`src/rtl/cook_entry_ctrl_if.sv`:
```
// rtl/cook_entry_ctrl_if.sv - keypad/datapath signal bundle for the cook entry controller
interface cook_entry_ctrl_if;
  logic        keyValid;
  logic [3:0]  keyCode;
  logic        doneIn;
  logic [15:0] oDuration;
  logic [1:0]  oHeatingLevel;
  logic        oLoadDuration;
  logic        oLoadHeat;
  logic        oStart;
  logic        oControlReset;
  logic [2:0]  oDigitCount;
  logic        oFinished;

  modport master (
    output keyValid, keyCode, doneIn,
    input  oDuration, oHeatingLevel, oLoadDuration, oLoadHeat,
           oStart, oControlReset, oDigitCount, oFinished
  );

  modport slave (
    input  keyValid, keyCode, doneIn,
    output oDuration, oHeatingLevel, oLoadDuration, oLoadHeat,
           oStart, oControlReset, oDigitCount, oFinished
  );
endinterface

```
`src/rtl/cook_entry_ctrl.sv`:
```
// rtl/cook_entry_ctrl.sv - microwave keypad entry FSM: BCD time entry, heat select, start/abort/done sequencing
module cook_entry_ctrl #(
  parameter int KEY_DIGIT_MAX = 9
) (
  input logic              clock,
  input logic              reset,
  cook_entry_ctrl_if.slave bus
);

  localparam logic [3:0] DIGIT_MAX = 4'(KEY_DIGIT_MAX);
  localparam logic [3:0] KEY_CLEAR = 4'd10;
  localparam logic [3:0] KEY_START = 4'd11;
  localparam logic [3:0] KEY_HEAT  = 4'd12;

  typedef enum logic [2:0] {S_IDLE, S_ENTRY, S_LOAD, S_RUN, S_DONE} state_t;

  state_t      state, state_n;
  logic [15:0] dur_n;
  logic [1:0]  heat_n;
  logic [2:0]  cnt_n;
  logic        creset_n;
  logic        run_first, run_first_n;

  logic key_ok, key_digit, key_clear, key_start, key_heat;

  // Reserved codes 13-15 never qualify as a key anywhere
  assign key_ok    = bus.keyValid && (bus.keyCode <= KEY_HEAT);
  assign key_digit = key_ok && (bus.keyCode <= DIGIT_MAX);
  assign key_clear = key_ok && (bus.keyCode == KEY_CLEAR);
  assign key_start = key_ok && (bus.keyCode == KEY_START);
  assign key_heat  = key_ok && (bus.keyCode == KEY_HEAT);

  always_comb begin
    state_n     = state;
    dur_n       = bus.oDuration;
    heat_n      = bus.oHeatingLevel;
    cnt_n       = bus.oDigitCount;
    creset_n    = 1'b0;
    run_first_n = 1'b0;
    case (state)
      S_IDLE, S_ENTRY: begin
        if (key_digit) begin
          if (bus.oDigitCount < 3'd4) begin
            dur_n   = {bus.oDuration[11:0], bus.keyCode};
            cnt_n   = bus.oDigitCount + 3'd1;
            state_n = S_ENTRY;
          end
        end else if (key_heat) begin
          heat_n = bus.oHeatingLevel + 2'd1;
        end else if (key_clear) begin
          if (state == S_ENTRY) begin
            dur_n   = 16'h0000;
            cnt_n   = 3'd0;
            state_n = S_IDLE;
          end
        end else if (key_start && (bus.oDuration != 16'h0000)) begin
          state_n = S_LOAD;
        end
      end
      S_LOAD: begin
        state_n     = S_RUN;
        run_first_n = 1'b1;
      end
      S_RUN: begin
        // Abort wins over a coincident done flag
        if (key_clear) begin
          creset_n = 1'b1;
          dur_n    = 16'h0000;
          cnt_n    = 3'd0;
          state_n  = S_IDLE;
        end else if (bus.doneIn && !run_first) begin
          state_n = S_DONE;
        end
      end
      S_DONE: begin
        if (key_ok) begin
          dur_n   = 16'h0000;
          cnt_n   = 3'd0;
          state_n = S_IDLE;
        end
      end
      default: state_n = S_IDLE;
    endcase
  end

  always_ff @(posedge clock or negedge reset) begin
    if (!reset) begin
      state             <= S_IDLE;
      run_first         <= 1'b0;
      bus.oDuration     <= 16'h0000;
      bus.oHeatingLevel <= 2'b00;
      bus.oDigitCount   <= 3'd0;
      bus.oLoadDuration <= 1'b0;
      bus.oLoadHeat     <= 1'b0;
      bus.oStart        <= 1'b0;
      bus.oControlReset <= 1'b0;
      bus.oFinished     <= 1'b0;
    end else begin
      state             <= state_n;
      run_first         <= run_first_n;
      bus.oDuration     <= dur_n;
      bus.oHeatingLevel <= heat_n;
      bus.oDigitCount   <= cnt_n;
      bus.oLoadDuration <= (state_n == S_LOAD);
      bus.oLoadHeat     <= (state_n == S_LOAD);
      bus.oStart        <= (state_n == S_RUN);
      bus.oControlReset <= creset_n;
      bus.oFinished     <= (state_n == S_DONE);
    end
  end

endmodule

```
`src/flat_wrapper.sv`:
```
// flat-port wrapper written by rule: the top's interface ports become plain ports
module cook_entry_ctrl_flat 
#(
  parameter int KEY_DIGIT_MAX = 9
)
  (clock, reset, bus_keyValid, bus_keyCode, bus_doneIn, bus_oDuration, bus_oHeatingLevel, bus_oLoadDuration, bus_oLoadHeat, bus_oStart, bus_oControlReset, bus_oDigitCount, bus_oFinished);
  cook_entry_ctrl_if bus_i ();
  input logic clock;
  input logic reset;
  input wire logic [$bits(bus_i.keyValid)-1:0] bus_keyValid;
  input wire logic [$bits(bus_i.keyCode)-1:0] bus_keyCode;
  input wire logic [$bits(bus_i.doneIn)-1:0] bus_doneIn;
  output wire logic [$bits(bus_i.oDuration)-1:0] bus_oDuration;
  output wire logic [$bits(bus_i.oHeatingLevel)-1:0] bus_oHeatingLevel;
  output wire logic [$bits(bus_i.oLoadDuration)-1:0] bus_oLoadDuration;
  output wire logic [$bits(bus_i.oLoadHeat)-1:0] bus_oLoadHeat;
  output wire logic [$bits(bus_i.oStart)-1:0] bus_oStart;
  output wire logic [$bits(bus_i.oControlReset)-1:0] bus_oControlReset;
  output wire logic [$bits(bus_i.oDigitCount)-1:0] bus_oDigitCount;
  output wire logic [$bits(bus_i.oFinished)-1:0] bus_oFinished;
  assign bus_i.keyValid = bus_keyValid;
  assign bus_i.keyCode = bus_keyCode;
  assign bus_i.doneIn = bus_doneIn;
  assign bus_oDuration = bus_i.oDuration;
  assign bus_oHeatingLevel = bus_i.oHeatingLevel;
  assign bus_oLoadDuration = bus_i.oLoadDuration;
  assign bus_oLoadHeat = bus_i.oLoadHeat;
  assign bus_oStart = bus_i.oStart;
  assign bus_oControlReset = bus_i.oControlReset;
  assign bus_oDigitCount = bus_i.oDigitCount;
  assign bus_oFinished = bus_i.oFinished;
  cook_entry_ctrl #(.KEY_DIGIT_MAX(KEY_DIGIT_MAX)) u_core (.clock(clock), .reset(reset), .bus(bus_i));
endmodule
```
`config.mk`:
```
export PLATFORM = sky130hd
export DESIGN_NAME = cook_entry_ctrl_flat
export DESIGN_NICKNAME = d
export VERILOG_FILES = /design/src/rtl/cook_entry_ctrl_if.sv /design/src/rtl/cook_entry_ctrl.sv /design/src/flat_wrapper.sv
export SDC_FILE = /design/constraint.sdc
export NUM_CORES = 1
export LEC_CHECK = 0
export ABC_CLOCK_PERIOD_IN_PS = 1850
export BUFFER_PORTS_ARGS = -buffer_cell sky130_fd_sc_hd__buf_4
export CORE_MARGIN = 4
export CORE_UTILIZATION = 40
export CTS_CLUSTER_SIZE = 16
export DETAILED_ROUTE_END_ITERATION = 10
export GPL_TIMING_DRIVEN = 0
export MAX_ROUTING_LAYER = met4
export PLACE_DENSITY = 0.65
export SLEW_MARGIN = 30
export SYNTH_ARGS = -nofsm -noshare
export SYNTH_HDL_FRONTEND = slang
export SYNTH_SLANG_ARGS = --single-unit
```
`constraint.sdc`:
```
create_clock -name clock -period 1.85 [get_ports clock]
set_clock_uncertainty 0.1 [all_clocks]
set_input_delay 0.0925 -clock clock [delete_from_list [all_inputs] [get_ports clock]]
set_output_delay 0.0925 -clock clock [all_outputs]
set_load 0.01 [all_outputs]
```
### Yosys cells after proc, flatten, opt, wreduce, memory -nomap -nowiden

Cells that the tools add are included.

| cells by class | value |
|---|---|
| add/sub/neg operators | 2 |
| $lt $le $gt $ge | 3 |
| equality and inequality tests | 16 |
| muxes and demuxes | 29 |
| bitwise gates (word level) | 1 |
| reductions and logical operators | 14 |

Operators by type and width:

| operator | count |
|---|---|
| $mux W16 | 7 |
| $mux W3 | 16 |
| $pmux W16 S3 | 1 |
| $reduce_bool A16 Y1 | 1 |
| $eq A3 B2 Y1 const B | 4 |
| $eq A4 B4 Y1 const B | 3 |
| $pmux W3 S4 | 1 |
| $pmux W3 S3 | 1 |
| $le A4 B4 Y1 const B | 2 |
| $logic_and A1 B1 Y1 | 7 |
| $reduce_and A7 Y1 | 1 |
| $eq A3 B3 Y1 const B | 2 |
| $ne A3 B1 Y1 const B | 2 |
| $ne A2 B1 Y1 const B | 2 |
| $add A3 B1 Y3 const B | 1 |
| $eq A3 B1 Y1 const B | 1 |
| $logic_not A3 Y1 | 1 |
| $lt A3 B3 Y1 const B | 1 |
| $mux W1 | 3 |
| $ne A3 B2 Y1 const B | 1 |
| $ne A3 B3 Y1 const B | 1 |
| $reduce_and A3 Y1 | 1 |
| $reduce_bool A3 Y1 | 1 |
| $add A2 B1 Y2 const B | 1 |
| 3 further kinds | 3 |

| storage, ports and cells | value |
|---|---|
| register bits | 29 |
| word-level logic and storage cells | 74 |

### Logic depth before layout (Yosys ltp)

| depth | value |
|---|---|
| word-level depth | 10 |
| mapped depth | 6 |

### Worst setup path after synthesis

Ideal clock, no wire load.

| timing path | value |
|---|---|
| path kind | register to register |
| start | reg u_core.state[0] |
| end | reg u_core.bus.oDuration[0] |
| library setup time | 0.079 ns |
| data arrival time | 1.484 ns |
| required time | 1.671 ns |
| path slack | 0.187 ns |
| stages on the path, launching flop included | 7 |
| buffers on the path | 2 |
| period minus slack after synthesis | 1.663 ns |
| cells stage by stage | dfrtp_1 -> nor3b_1 -> o211ai_1 -> o311ai_2 -> buf_6 -> buf_12 -> mux2i_1 |

| on the way | value |
|---|---|
| longest elaborated chain between the ends | 4 |

Ends and longest elaborated chain:

| what | RTL line | text |
|---|---|---|
| start, declared | cook_entry_ctrl.sv:17 | `state_t state, state_n;` |
| start signal, assigned | cook_entry_ctrl.sv:99 | `state <= state_n;` |
| $eq A3 B1 Y1 / $logic_not A3 Y1 (equally long branches) | cook_entry_ctrl.sv:40, cook_entry_ctrl.sv:51 |  |
| $reduce_or A2 Y1 | cook_entry_ctrl.sv:40 | `case (state)` |
| $ne A3 B1 Y1 (no line), or another cell as far along | - |  |
| $reduce_and A7 Y1 (no line) | - |  |
| end signal, assigned | cook_entry_ctrl.sv:101 | `bus.oDuration <= dur_n;` |
| end, declared | cook_entry_ctrl_if.sv:23 | `output oDuration, oHeatingLevel, oLoadDuration, oLoadHeat,` |

Several ways; a longest one is shown, not always the timed one.
A chain may end at the register's enable or synchronous reset.

### Final worst setup path

| timing path | value |
|---|---|
| start | reg u_core.state[0] |
| end | reg u_core.bus.oDuration[12] |

The elaborated chain is that of the path after synthesis.

==> results.json <==
{
  "netlist_top_cells_count": "dfrtp_1, nand2_1, inv_1",
  "clock.fmax_mhz": 584.7,
  "r2r_end": "u_core.bus.oDuration[12]",
  "synth_edf_count": 0,
  "post-route-util_pct": 56.02,
  "ir_drop_uv": 611.6,
  "total_power_mw": 2.317,
  "fillers": 315,
  "clkPwrFrac_pct": 19.2,
  "vias": 1112,
  "htreeDepth": 2,
  "cts_sinks": 29,
  "rsz0062_at_grt": "no",
  "die_h_um": 66.95,
  "met2_length_um": 1502,
  "first_pass_iters": 4,
  "dp_hpwl_um": 2238,
  "postRouteAntennaNets": 0,
  "cp_max_fo": 10,
  "portBuffers": 33,
  "yosys_warnings": 0,
  "async_reset_ff_share_pct": 100.0,
  "finalHoldViolations": 0,
  "grt_usage_pct": 16.00,
  "critPathLaunchType": "register",
  "cts_root_buffer": "clkbuf_4",
  "cts_tree": "yes",
  "num_antenna_cells": 0,
  "holdWs_ps": 10.49,
  "area_delta_synth_final_pct": 34.47,
  "drv_cap": 0,
  "critPathMaxStageDelay_ps": 470,
  "path_clk_slew_ps": 100,
  "slowest_stage": "dfrtp_2",
  "maxUsedRoutingLayer": "met4",
  "wl_met1_um": 1373,
  "cp.required_ps": 2010,
  "grt-ovfl-total": 0,
  "pre_cts_ws_ps": -87.50,
  "synth.most_common_cell": "dfrtp_1",
  "yosysTopAreaCell": "dfrtp_1",
  "drt_iter0_markers": 13,
  "dp_cells": 210,
  "synthFlopType": "dfrtp_1",
  "synthCells": 131,
  "setup_viol": 0,
  "cts_buffers": 5,
  "status": "finished clean",
  "grt_pass1_vias": 1037,
  "r2r_setup_slack_ps": 140,
  "r2r_start": "u_core.state[0]",
  "drcViolationCount": 0,
  "tightest_slew_ps": 465.1,
  "ios": 34,
  "yosysTopAreaCellShare_pct": 52.21,
  "max-clock-path-buffers": 2,
  "wirelength_um": 3196,
  "p_switching_uw": 806.9,
  "critPathBufInv": 1,
  "antenna_found_initial": 0,
  "maxSlewViolCount": 0,
  "wl_per_cell_um": 14.02,
  "slew_headroom_pct": 68.71,
  "worstSetupPathType": "reg -> reg",
  "rr_worst_depth": 5,
  "hold_path_class": "in -> reg",
  "grt_max_degree": 30,
  "synth_seq_cells": 29,
  "swShare_pct": 34.82,
  "min_from": "bus_keyCode[1]",
  "syn_area_mm2": 0.001390,
  "power_frac_comb_pct": 38.9,
  "ys_types": 34,
  "power.leakage_nw": 0.8939,
  "postSynthAreaPerCell_um2": 10.61,
  "die_area_mm2": 0.004482,
  "final_layout_size_suffix_gt1_share_pct": 32.97,
  "grt_first_pass_wirelength_um": 5030,
  "p_int_mw": 1.510,
  "end_kind": "register",
  "crit_arrival_ps": 1870,
  "viasPerCell": 4.877,
  "ys_seq_area_share_pct": 52.21,
  "final_nets": 190,
  "final_cells": 228,
  "power_density_mw_per_mm2": 1240,
  "synth_fp_nets": 140,
  "rows": 21,
  "crit_chain": "and3b_1 > and4bb_2 > buf_6 > nand2_1 > mux2i_1",
  "synth_area_leaders": "dfrtp_1, mux2i_1, nand2_1",
  "clk-insertion-delay-late_ps": 330,
  "setup_ws_ps": 139.7,
  "dieWidth_um": 66.95,
  "period_share_pct": 92.45,
  "hold_depth": 4,
  "hold-path-endpoint": "u_core.bus.oHeatingLevel[1]",
  "cp_top_family": "simple AND/OR/NAND/NOR gates",
  "wl_met3_um": 246,
  "fin_crit_ps": 1710,
  "p_seq_share_pct": 41.9,
  "gp_congestion": 0.8794,
  "start_util_pct": 41.66,
  "core_mm2": 0.003337
}
sequential cells by signal, summed over array words and instances (netlist names):
name and cells:
u_core.bus.oLoadDuration 1, u_core.state 3, u_core.bus.oControlReset 1, u_core.bus.oFinished 1, u_core.bus.oHeatingLevel 2, u_core.bus.oStart 1
u_core.bus.oDuration 16, u_core.bus.oDigitCount 3, u_core.run_first 1
routing by layer:
| metal | up-vias | global-route usage, % |
|---|---|---|
| li1 | 540 | - |
| met1 | 527 | 18.57 |
| met2 | 36 | 24.75 |
| met3 | 9 | 6.071 |
| met4 | 0 | 6.835 |
| met5 | - | - |
final cells by class:
cell class | instances | area [um^2] | share of cell area [%]
Tap cell | 46 | 57.56 | 3.079
Clock buffer | 7 | 65.06 | 3.481
Multi-Input combinational cell | 77 | 545.5 | 29.18
Inverter | 20 | 75.07 | 4.016
Timing Repair Buffer | 44 | 342.8 | 18.34
Clock inverter | 1 | 5.005 | 0.2677
Buffer | 4 | 50.05 | 2.677
Sequential cell | 29 | 728.2 | 38.96
worst max-delay path by stage:
stage | cells past startpoint | slack, ps | start | endpoint
global placement | 6 | -120 | u_core.state[0] | u_core.bus.oDuration[14]
finish | 5 | 140 | u_core.state[0] | u_core.bus.oDuration[12]
global route | 5 | 10 | u_core.state[0] | u_core.bus.oDuration[4]
floorplan | 6 | 190 | u_core.state[0] | u_core.bus.oDuration[0]
detailed placement | 6 | -90 | u_core.state[0] | u_core.bus.oDuration[4]
CTS | 6 | 60 | u_core.state[0] | u_core.bus.oDuration[12]
metrics by stage:
step	TNS (ps)	instance area, um^2
3_5_place_dp	-508.6	1695
2_1_floorplan	0	1390
6_report	0	1869
3_3_place_gp	-955.5	1695
4_1_cts	0	1821
5_1_grt	0	1869
cell families after synthesis:
logic type,Yosys count,synth area share (%)
XOR/XNOR,2,1.260
adder cells (fa/ha/maj),1,0.8999
buffers and inverters,25,9.361
AND/OR/NAND/NOR,43,16.02
AO/OA/AOI/OAI,13,7.291
multiplexers,18,12.96
flip-flops,29,52.21
worst reg2reg max path: stages (launching register included):
cell and delay (ps):
dfrtp_2 470, and3b_1 230, and4bb_2 450, buf_6 180, nand2_1 60, mux2i_1 150
power groups by stage:
stage                     combinational, mW  sequential [mW]  clock, mW
after floorplan                       0.451            0.995          0
after global placement                0.831            0.965          0
after detailed placement              0.839            0.968          0
final                                 0.901            0.970      0.446
after CTS                             0.852            0.960      0.465
after global routing                  0.992            0.997      0.487
layout by cell type, fill, tap and decap left out, drive strengths merged, types with 2 or more instances in the layout:
cell type    count
buf             43
dfrtp           29
nand2           21
inv             20
mux2i           18
clkbuf           7
nor4             5
dlygate4sd3      5
nor2             4
o21ai            3
nand2b           2
a32o             2
o21bai           2
or2              2
timing repair:
item	4_1_cts	5_1_grt
buffers inserted	0	6
hold buffers	5	0
hold endpoints to repair	33	0
gates cloned	0	0
endpoints found under the setup margin	10	8
resized for setup	1	3
(Power assumes the default switching activity.)
